==> src/rtl/rv_ctrl_pkg.sv <==
// Shared encodings for the multi-cycle RISC-V control sequencer:
// opcodes, datapath select codes and the sequencer state enum.
package rv_ctrl_pkg;

  localparam logic [6:0] OP_R      = 7'b0110011;
  localparam logic [6:0] OP_IMM    = 7'b0010011;
  localparam logic [6:0] OP_LOAD   = 7'b0000011;
  localparam logic [6:0] OP_STORE  = 7'b0100011;
  localparam logic [6:0] OP_BRANCH = 7'b1100011;
  localparam logic [6:0] OP_JAL    = 7'b1101111;
  localparam logic [6:0] OP_LUI    = 7'b0110111;
  localparam logic [6:0] OP_AUIPC  = 7'b0010111;

  localparam logic [2:0] IMM_I    = 3'd0;
  localparam logic [2:0] IMM_S    = 3'd1;
  localparam logic [2:0] IMM_B    = 3'd2;
  localparam logic [2:0] IMM_J    = 3'd3;
  localparam logic [2:0] IMM_U    = 3'd4;
  localparam logic [2:0] IMM_NONE = 3'd7;

  localparam logic [1:0] ALU_ADD    = 2'd0;
  localparam logic [1:0] ALU_FUNCT  = 2'd1;
  localparam logic [1:0] ALU_CMP    = 2'd2;
  localparam logic [1:0] ALU_PASS_B = 2'd3;

  localparam logic [1:0] WB_ALU = 2'd0;
  localparam logic [1:0] WB_MEM = 2'd1;
  localparam logic [1:0] WB_PC4 = 2'd2;

  localparam logic [31:0] IR_NOP = 32'h0000_0013;

  typedef enum logic [2:0] {
    FETCH, DECODE, EXEC, MEM, WB, HALT
  } state_t;

endpackage

==> src/rtl/rv_opcode_decode.sv <==
// Combinational opcode decoder: maps ir[6:0] to datapath selects and class flags.
// Zero latency; no handshake.
module rv_opcode_decode
  import rv_ctrl_pkg::*;
(
  input  logic [6:0] opcode,
  output logic       illegal,
  output logic [2:0] imm_sel,
  output logic       alu_a_pc,
  output logic       alu_b_imm,
  output logic [1:0] alu_op,
  output logic [1:0] wb_sel,
  output logic       is_load,
  output logic       is_store,
  output logic       is_branch,
  output logic       is_jal
);

  always_comb begin
    illegal   = 1'b0;
    imm_sel   = IMM_NONE;
    alu_a_pc  = 1'b0;
    alu_b_imm = 1'b1;
    alu_op    = ALU_ADD;
    wb_sel    = WB_ALU;
    is_load   = 1'b0;
    is_store  = 1'b0;
    is_branch = 1'b0;
    is_jal    = 1'b0;
    case (opcode)
      OP_R: begin
        alu_b_imm = 1'b0;
        alu_op    = ALU_FUNCT;
      end
      OP_IMM: begin
        imm_sel = IMM_I;
        alu_op  = ALU_FUNCT;
      end
      OP_LOAD: begin
        imm_sel = IMM_I;
        wb_sel  = WB_MEM;
        is_load = 1'b1;
      end
      OP_STORE: begin
        imm_sel  = IMM_S;
        is_store = 1'b1;
      end
      OP_BRANCH: begin
        imm_sel   = IMM_B;
        alu_op    = ALU_CMP;
        is_branch = 1'b1;
      end
      OP_JAL: begin
        imm_sel  = IMM_J;
        alu_a_pc = 1'b1;
        wb_sel   = WB_PC4;
        is_jal   = 1'b1;
      end
      OP_LUI: begin
        imm_sel = IMM_U;
        alu_op  = ALU_PASS_B;
      end
      OP_AUIPC: begin
        imm_sel  = IMM_U;
        alu_a_pc = 1'b1;
      end
      default: begin
        illegal   = 1'b1;
        alu_b_imm = 1'b0;
      end
    endcase
  end

endmodule

==> src/rtl/rv_multicycle_ctrl.sv <==
// Multi-cycle control FSM: FETCH/DECODE/EXEC/MEM/WB with IR and retired-instruction counter.
// 3-5 cycles per instruction plus one per memory wait; requests held until ready; illegal opcode halts.
module rv_multicycle_ctrl
  import rv_ctrl_pkg::*;
(
  input  logic        clk,
  input  logic        rst_n,
  input  logic [31:0] imem_rdata,
  input  logic        imem_ready,
  input  logic        dmem_ready,
  input  logic        branch_taken,
  output logic        imem_req,
  output logic        dmem_req,
  output logic        dmem_we,
  output logic [31:0] ir,
  output logic [2:0]  imm_sel,
  output logic        alu_a_pc,
  output logic        alu_b_imm,
  output logic [1:0]  alu_op,
  output logic        reg_we,
  output logic [1:0]  wb_sel,
  output logic        pc_we,
  output logic        pc_src,
  output logic        halted,
  output logic [31:0] instret
);

  state_t      state_q, state_d;
  logic [31:0] ir_q;
  logic [31:0] instret_q;
  logic        illegal, is_load, is_store, is_branch, is_jal;

  rv_opcode_decode u_dec (
    .opcode    (ir_q[6:0]),
    .illegal   (illegal),
    .imm_sel   (imm_sel),
    .alu_a_pc  (alu_a_pc),
    .alu_b_imm (alu_b_imm),
    .alu_op    (alu_op),
    .wb_sel    (wb_sel),
    .is_load   (is_load),
    .is_store  (is_store),
    .is_branch (is_branch),
    .is_jal    (is_jal)
  );

  always_ff @(posedge clk or negedge rst_n) begin
    if (!rst_n) begin
      state_q   <= FETCH;
      ir_q      <= IR_NOP;
      instret_q <= 32'd0;
    end else begin
      state_q <= state_d;
      if (state_q == FETCH && imem_ready) ir_q <= imem_rdata;
      if (pc_we) instret_q <= instret_q + 32'd1;
    end
  end

  always_comb begin
    state_d  = state_q;
    imem_req = 1'b0;
    dmem_req = 1'b0;
    dmem_we  = 1'b0;
    reg_we   = 1'b0;
    pc_we    = 1'b0;
    pc_src   = 1'b0;
    case (state_q)
      FETCH: begin
        // State sits in FETCH throughout reset, so the request is gated by rst_n itself.
        imem_req = rst_n;
        if (imem_ready) state_d = DECODE;
      end
      DECODE: state_d = illegal ? HALT : EXEC;
      EXEC: begin
        if (is_load || is_store) begin
          state_d = MEM;
        end else if (is_branch) begin
          pc_we   = 1'b1;
          pc_src  = branch_taken;
          state_d = FETCH;
        end else begin
          state_d = WB;
        end
      end
      MEM: begin
        dmem_req = 1'b1;
        dmem_we  = is_store;
        if (dmem_ready) begin
          if (is_load) begin
            state_d = WB;
          end else begin
            pc_we   = 1'b1;
            state_d = FETCH;
          end
        end
      end
      WB: begin
        reg_we  = 1'b1;
        pc_we   = 1'b1;
        pc_src  = is_jal;
        state_d = FETCH;
      end
      HALT:    state_d = HALT;
      default: state_d = FETCH;
    endcase
  end

  assign ir      = ir_q;
  assign instret = instret_q;
  assign halted  = (state_q == HALT);

endmodule
==> config.mk <==
export PLATFORM = sky130hd
export DESIGN_NAME = rv_multicycle_ctrl
export DESIGN_NICKNAME = d
export VERILOG_FILES = /design/src/rtl/rv_ctrl_pkg.sv /design/src/rtl/rv_opcode_decode.sv /design/src/rtl/rv_multicycle_ctrl.sv
export SDC_FILE = /design/constraint.sdc
export NUM_CORES = 1
export LEC_CHECK = 0
export CORE_MARGIN = 2
export CORE_UTILIZATION = 35
export DETAILED_ROUTE_END_ITERATION = 8
export SLEW_MARGIN = 20
export SYNTH_ARGS = -nofsm -noshare
export SYNTH_HDL_FRONTEND = slang
export SYNTH_SLANG_ARGS = --single-unit
==> constraint.sdc <==
create_clock -name clk -period 2.26 [get_ports clk]
set_input_delay 0.339 -clock clk [delete_from_list [all_inputs] [get_ports clk]]
set_output_delay 0.339 -clock clk [all_outputs]
set_load 0.1 [all_outputs]
# Yosys cells after proc, flatten, opt, wreduce, memory -nomap -nowiden
# Index checks and enable logic that the tools add are counted.
classes:
  n_eq_ne: 15
  n_reduce_logical: 10
  n_addsub: 1
  mux: 28
ops:
  columns: ["op", "count"]
  rows:
  - ["$add 32x1->32 const B", 1]
  - ["$pmux 3 s5", 2]
  - ["$eq 7x6->1 const B", 3]
  - ["$mux 3", 6]
  - ["$mux 1", 16]
  - ["$eq 7x5->1 const B", 2]
  - ["$eq 7x7->1 const B", 2]
  - ["$reduce_or 2->1", 4]
  - ["$reduce_or 8->1", 1]
  - ["$eq 7x2->1 const B", 1]
  - ["$reduce_or 7->1", 1]
  - ["$eq 3x2->1 const B", 2]
  - ["$eq 3x3->1 const B", 2]
  - ["$pmux 2 s3", 1]
  - ["$ne 2x2->1 const B", 2]
  - ["$pmux 2 s2", 1]
  - ["$eq 3x1->1 const B", 1]
  - ["$logic_not 3->1", 1]
  - ["$pmux 1 s3", 1]
  - ["$pmux 1 s2", 1]
  - ["$reduce_and 2->1", 1]
  - ["$logic_and 1x1->1", 1]
  - ["$logic_or 1x1->1", 1]
word_totals:
  out_inout_bits: 80
  elab_cells: 57
  regBits: 67

# Depth between registers and ports, before layout
logic_depth:
  word_depth: 5
  depth_mapped: 8

# Modules after synthesis
# A second synthesis with hierarchy kept.
hier_totals:
  hier_cells: 284
  hier_area_um2: 3353.2
by_module_without_submodules:
  columns: ["module", "n_inst", "area_per_inst_um2", "cells_per_inst", "seq_area_each_um2"]
  rows:
  - ["rv_multicycle_ctrl", 1, 3044.2, 243, 1680.4]
  - ["rv_opcode_decode", 1, 309.0, 41, 0.0]

# Worst setup path before layout
# Ideal clock, no wire load.
synth_timing:
  kind: "register -> output"
  start: "register state_q[2]"
  end: "output dmem_we"
  path_stages_with_launch: 6
  slack_ns: -2.317
  arrival_time_ns: 4.238
  cell_sequence: "dfrtp_1 buf_2 nand2b_1 nor2_1 nand3_1 nor3_1"
synth_via:
  elab_chain_len: 2
synth_lines:
  columns: ["item", "line", "text"]
  rows:
  - ["start: declaration", "rv_multicycle_ctrl.sv:28", "state_t state_q, state_d;"]
  - ["start signal: assignment", "rv_multicycle_ctrl.sv:53", "state_q <= state_d;"]
  - ["$eq 3x2->1", "rv_multicycle_ctrl.sv:67", "case (state_q)"]
  - ["$mux 1", "rv_multicycle_ctrl.sv:67", null]
  - ["end: declaration", "rv_multicycle_ctrl.sv:14", "output logic dmem_we,"]
# Every way passes these cells.

# Final worst setup path
layout_timing:
  start: "register ir_q[1], in the netlist ir[1]"
  end: "output pc_we"
layout_via:
  elab_chain_len: 5
  elab_cells_between_ends: 12
  classes_between: "eq/ne: 3; mux: 8; reduce/logical: 1"
layout_lines:
  columns: ["item", "line", "text"]
  rows:
  - ["start: declaration", "rv_multicycle_ctrl.sv:29", "logic [31:0] ir_q;"]
  - ["start signal: assignment", "rv_multicycle_ctrl.sv:54", "if (state_q == FETCH && imem_ready) ir_q <= imem_rdata;"]
  - ["$eq 7x2->1 (tied with other cells)", "rv_opcode_decode.sv:30", "case (opcode)"]
  - ["$mux 1", "rv_opcode_decode.sv:30", null]
  - ["$mux 1 (tied with other cells)", "rv_multicycle_ctrl.sv:89", "if (is_load) begin"]
  - ["$mux 1 (on tied branches)", "rv_multicycle_ctrl.sv:88, rv_multicycle_ctrl.sv:75", null]
  - ["$pmux 1 s3 (*)", "rv_multicycle_ctrl.sv:67", null]
  - ["end: declaration", "rv_multicycle_ctrl.sv:22", "output logic pc_we,"]
# Every way passes the cells marked *; elsewhere a longest branch is shown, timed or not.

==> impl_metrics.csv <==
group,metric,value,unit
clocking,cts_sinks,67,
floorplanning,initial_utilization,36.07,%
critical_path,critPathRequiredTime,1.92,ns
global_route,grt_pass1_vias,2669,
floorplanning,die_w,101.4,µm
critical_path,worstPathMaxFanout,6,
clocking,htreeDepth,3,
timing,period_share,99.02,%
clocking,root_buffer,"clkbuf_8",
pwr,irDropWorstVdd,485.3,µV
placed_design,dp.cells,508,
clocking,cts_buffers,9,
layout,layout_commonest_cell,"buf_4",
logic_synthesis,yosysWarnings,0,
flow_run,maxCapViolCount,0,
timing,finalMaxSlewViolations,0,
outcome,outcome,"complete, no violations",
timing,finalCriticalPeriod,2.238,ns
drt,drtIter0Drc,104,
floorplanning,die_area,10270,µm²
layout,drive_above_1_share,46.32,%
timing,whs,0.2469,ns
timing,fmax,0.4468,GHz
clocking,clock_path_buffers,2,
layout,area_growth,52.17,%
global_route,grt_max_degree,68,
critical_path,crit_type,"reg -> out",
layout,most-common-layout-cells,"buf_4 (83), dfrtp_1 (59), clkdlybuf4s50_1 (35)",
drt,ant_nets,0,
drt,first_pass_iters,4,
global_route,antenna_found_initial,0,
logic_synthesis,synth-edff-count,0,
critical_path,r2r_slack,0.23,ns
floorplanning,io_pins,117,
logic_synthesis,netlist_area,3317,µm²
drt,post_drt_wl_per_cell,15.57,µm
critical_path,timing.rr.start,"state_q[1]",
logic_synthesis,syn_inst,284,
logic_synthesis,ys_types,50,
clocking,path_clk_slew,0.07,ns
floorplanning,core,9196,µm²
drt,wirelength,8282,µm
global_route,globalRouteTotalUtil,16.84,%
timing,worstMarginPinSlew,0.8841,ns
logic_synthesis,postSynthAreaPerCell,11.68,µm²
critical_path,r2r-end,"instret[1]",
layout,finalNetCount,454,
global_route,grt-ovfl-total,0,
logic_synthesis,ys_dominant_reg_cell,"dfrtp_1",
critical_path,cp-end-kind,"output port",
floorplanning,die_h,101.4,µm
logic_synthesis,synth-seq-area-share,50.66,%
timing,max_slew_margin,41.06,%
logic_synthesis,syn_nets,322,
pwr,p_clk_share,23.8,%
layout,fillers,814,
placed_design,portBuffers,116,
clocking,ctsHoldBuffers,0,
placed_design,gp_congestion,0.8552,
timing,skew,0.01034,ns
timing,rsz0062_at_grt,"true",
clocking,cts_tree,"yes",
floorplanning,rows,35,
logic_synthesis,synthArstFlopShare,100.0,%
layout,antenna_cells,0,
pwr,internal_power,2265,µW
pwr,combPwrFrac,40.1,%
pwr,p_per_area,794.8,nW/µm²
global_route,grt_pass1_wl,13530,µm
drt,drc,0,
pwr,p_sw,1747,µW
layout,fin_cells,532,
critical_path,r2r_cells,5,
pwr,p_leak,0.002377,µW
timing,hold_violations,0,
drt,vias_per_cell,5.023,
pwr,swShare,43.55,%
critical_path,arrival,1.90,ns
placed_design,dpl.hpwl,5961,µm
drt,num_vias,2672,
pwr,seqPwrFrac,36.1,%
clocking,worst_skew_pair.late_latency,0.33,ns
timing,finalSetupViolations,0,
hold_path,hp-class,"in -> async",
logic_synthesis,synth.ff_latch_count,67,
critical_path,start_kind,"flop",
[layer usage]
layer	vias to the layer above	wire, µm	global-route usage (%)
li1	1276	-	-
met2	67	4003	26.95
met5	-	0	0
met1	1319	3829	22.99
met3	10	341	4.141
met4	0	107	4.366
[flip-flops by register name, summed over array words and instances (netlist names)]
signal   flops
instret     32
ir          32
state_q      3
[worst max-delay path, stage by stage, from the launching register on]
cell,delay (ns)
dfstp_4,0.65
and3b_2,0.23
a31oi_4,0.09
or3_4,0.42
buf_12,0.18
[cells in the mapped netlist, types with 2 or more instances]
library cell / count / area (µm²)
dfstp_2: 3 / 78.83
mux2_2: 33 / 371.6
and4_1: 3 / 26.28
nor3_1: 9 / 45.04
nand2_2: 2 / 12.51
nand2b_1: 4 / 25.02
and2_1: 6 / 37.54
o32ai_1: 2 / 17.52
xor2_1: 6 / 52.55
nor2_1: 12 / 45.04
nand2_1: 14 / 52.55
o31a_1: 2 / 17.52
nor2b_1: 4 / 25.02
buf_2: 7 / 35.03
nand4_2: 6 / 75.07
or2_2: 2 / 12.51
a21oi_1: 6 / 30.03
dfrtp_1: 64 / 1602
xnor2_1: 25 / 219.0
buf_6: 2 / 22.52
nand4_1: 9 / 56.30
or3_1: 2 / 12.51
nand3_1: 10 / 50.05
nor3b_1: 2 / 15.01
o21ai_0: 5 / 25.02
inv_1: 5 / 18.77
nor4_1: 3 / 18.77
clkbuf_1: 5 / 18.77
and3_1: 10 / 62.56
[power by group through the flow]
stage,clock network [µW],registers (µW),logic [µW]
after floorplan,0,2240,399
after global placement,0,1470,1550
after global routing,1050,1470,1680
after detailed placement,0,1480,1560
final,956,1450,1610
after CTS,986,1460,1570
[worst max-delay path by stage]
stage,startpoint,end,slack (ns),depth (start not counted)
floorplan,state_q[2],dmem_we,-0.64,5
global placement,dmem_ready,pc_we,0.15,6
detailed placement,dmem_ready,pc_we,0.16,6
CTS,ir[4],pc_we,-0.07,6
global route,ir[4],pc_src,-0.05,5
finish,ir[1],pc_we,0.02,4
[repair_timing]
item / CTS / global route
pin swaps: 4 / 6
endpoints found under the setup margin: 3 / 6
resized for setup: 4 / 10
setup buffers: 4 / 5
[per-stage QoR]
step	utilization [%]	power, µW	setup WS [ns]	TNS, ns	area [µm²]
finish	54.88	4012	0.02206	0	5047
global route	54.88	4199	-0.05169	-0.09621	5047
CTS	54.07	4016	-0.06528	-0.06528	4972
detailed placement	51.52	3039	0.1576	0	4738
global placement	51.52	3025	0.1489	0	4738
floorplan	-	2637	-0.6409	-15.46	3445
[logic make-up (layout without fill, tap and decap cells)]
family | Yosys count | count (layout) | share of synthesized area, %
simple gates | 106 | 106 | 20.22
flops | 67 | 67 | 50.66
compound gates | 24 | 24 | 5.357
mux | 34 | 34 | 11.51
buf+inv | 21 | 158 | 3.697
xor+xnor | 31 | 31 | 8.186
fa+ha+maj | 1 | 1 | 0.3772
[area by class of cell]
type / count / area (µm²) / area share, %
Multi-Input combinational cell: 196 / 1667 / 33.02
Clock inverter: 5 / 53.80 / 1.066
Tap cell: 111 / 138.9 / 2.752
Inverter: 5 / 18.77 / 0.3718
Sequential cell: 67 / 1708 / 33.84
Clock buffer: 11 / 131.4 / 2.603
Timing Repair Buffer: 137 / 1330 / 26.35
(Power assumes the default switching activity.)
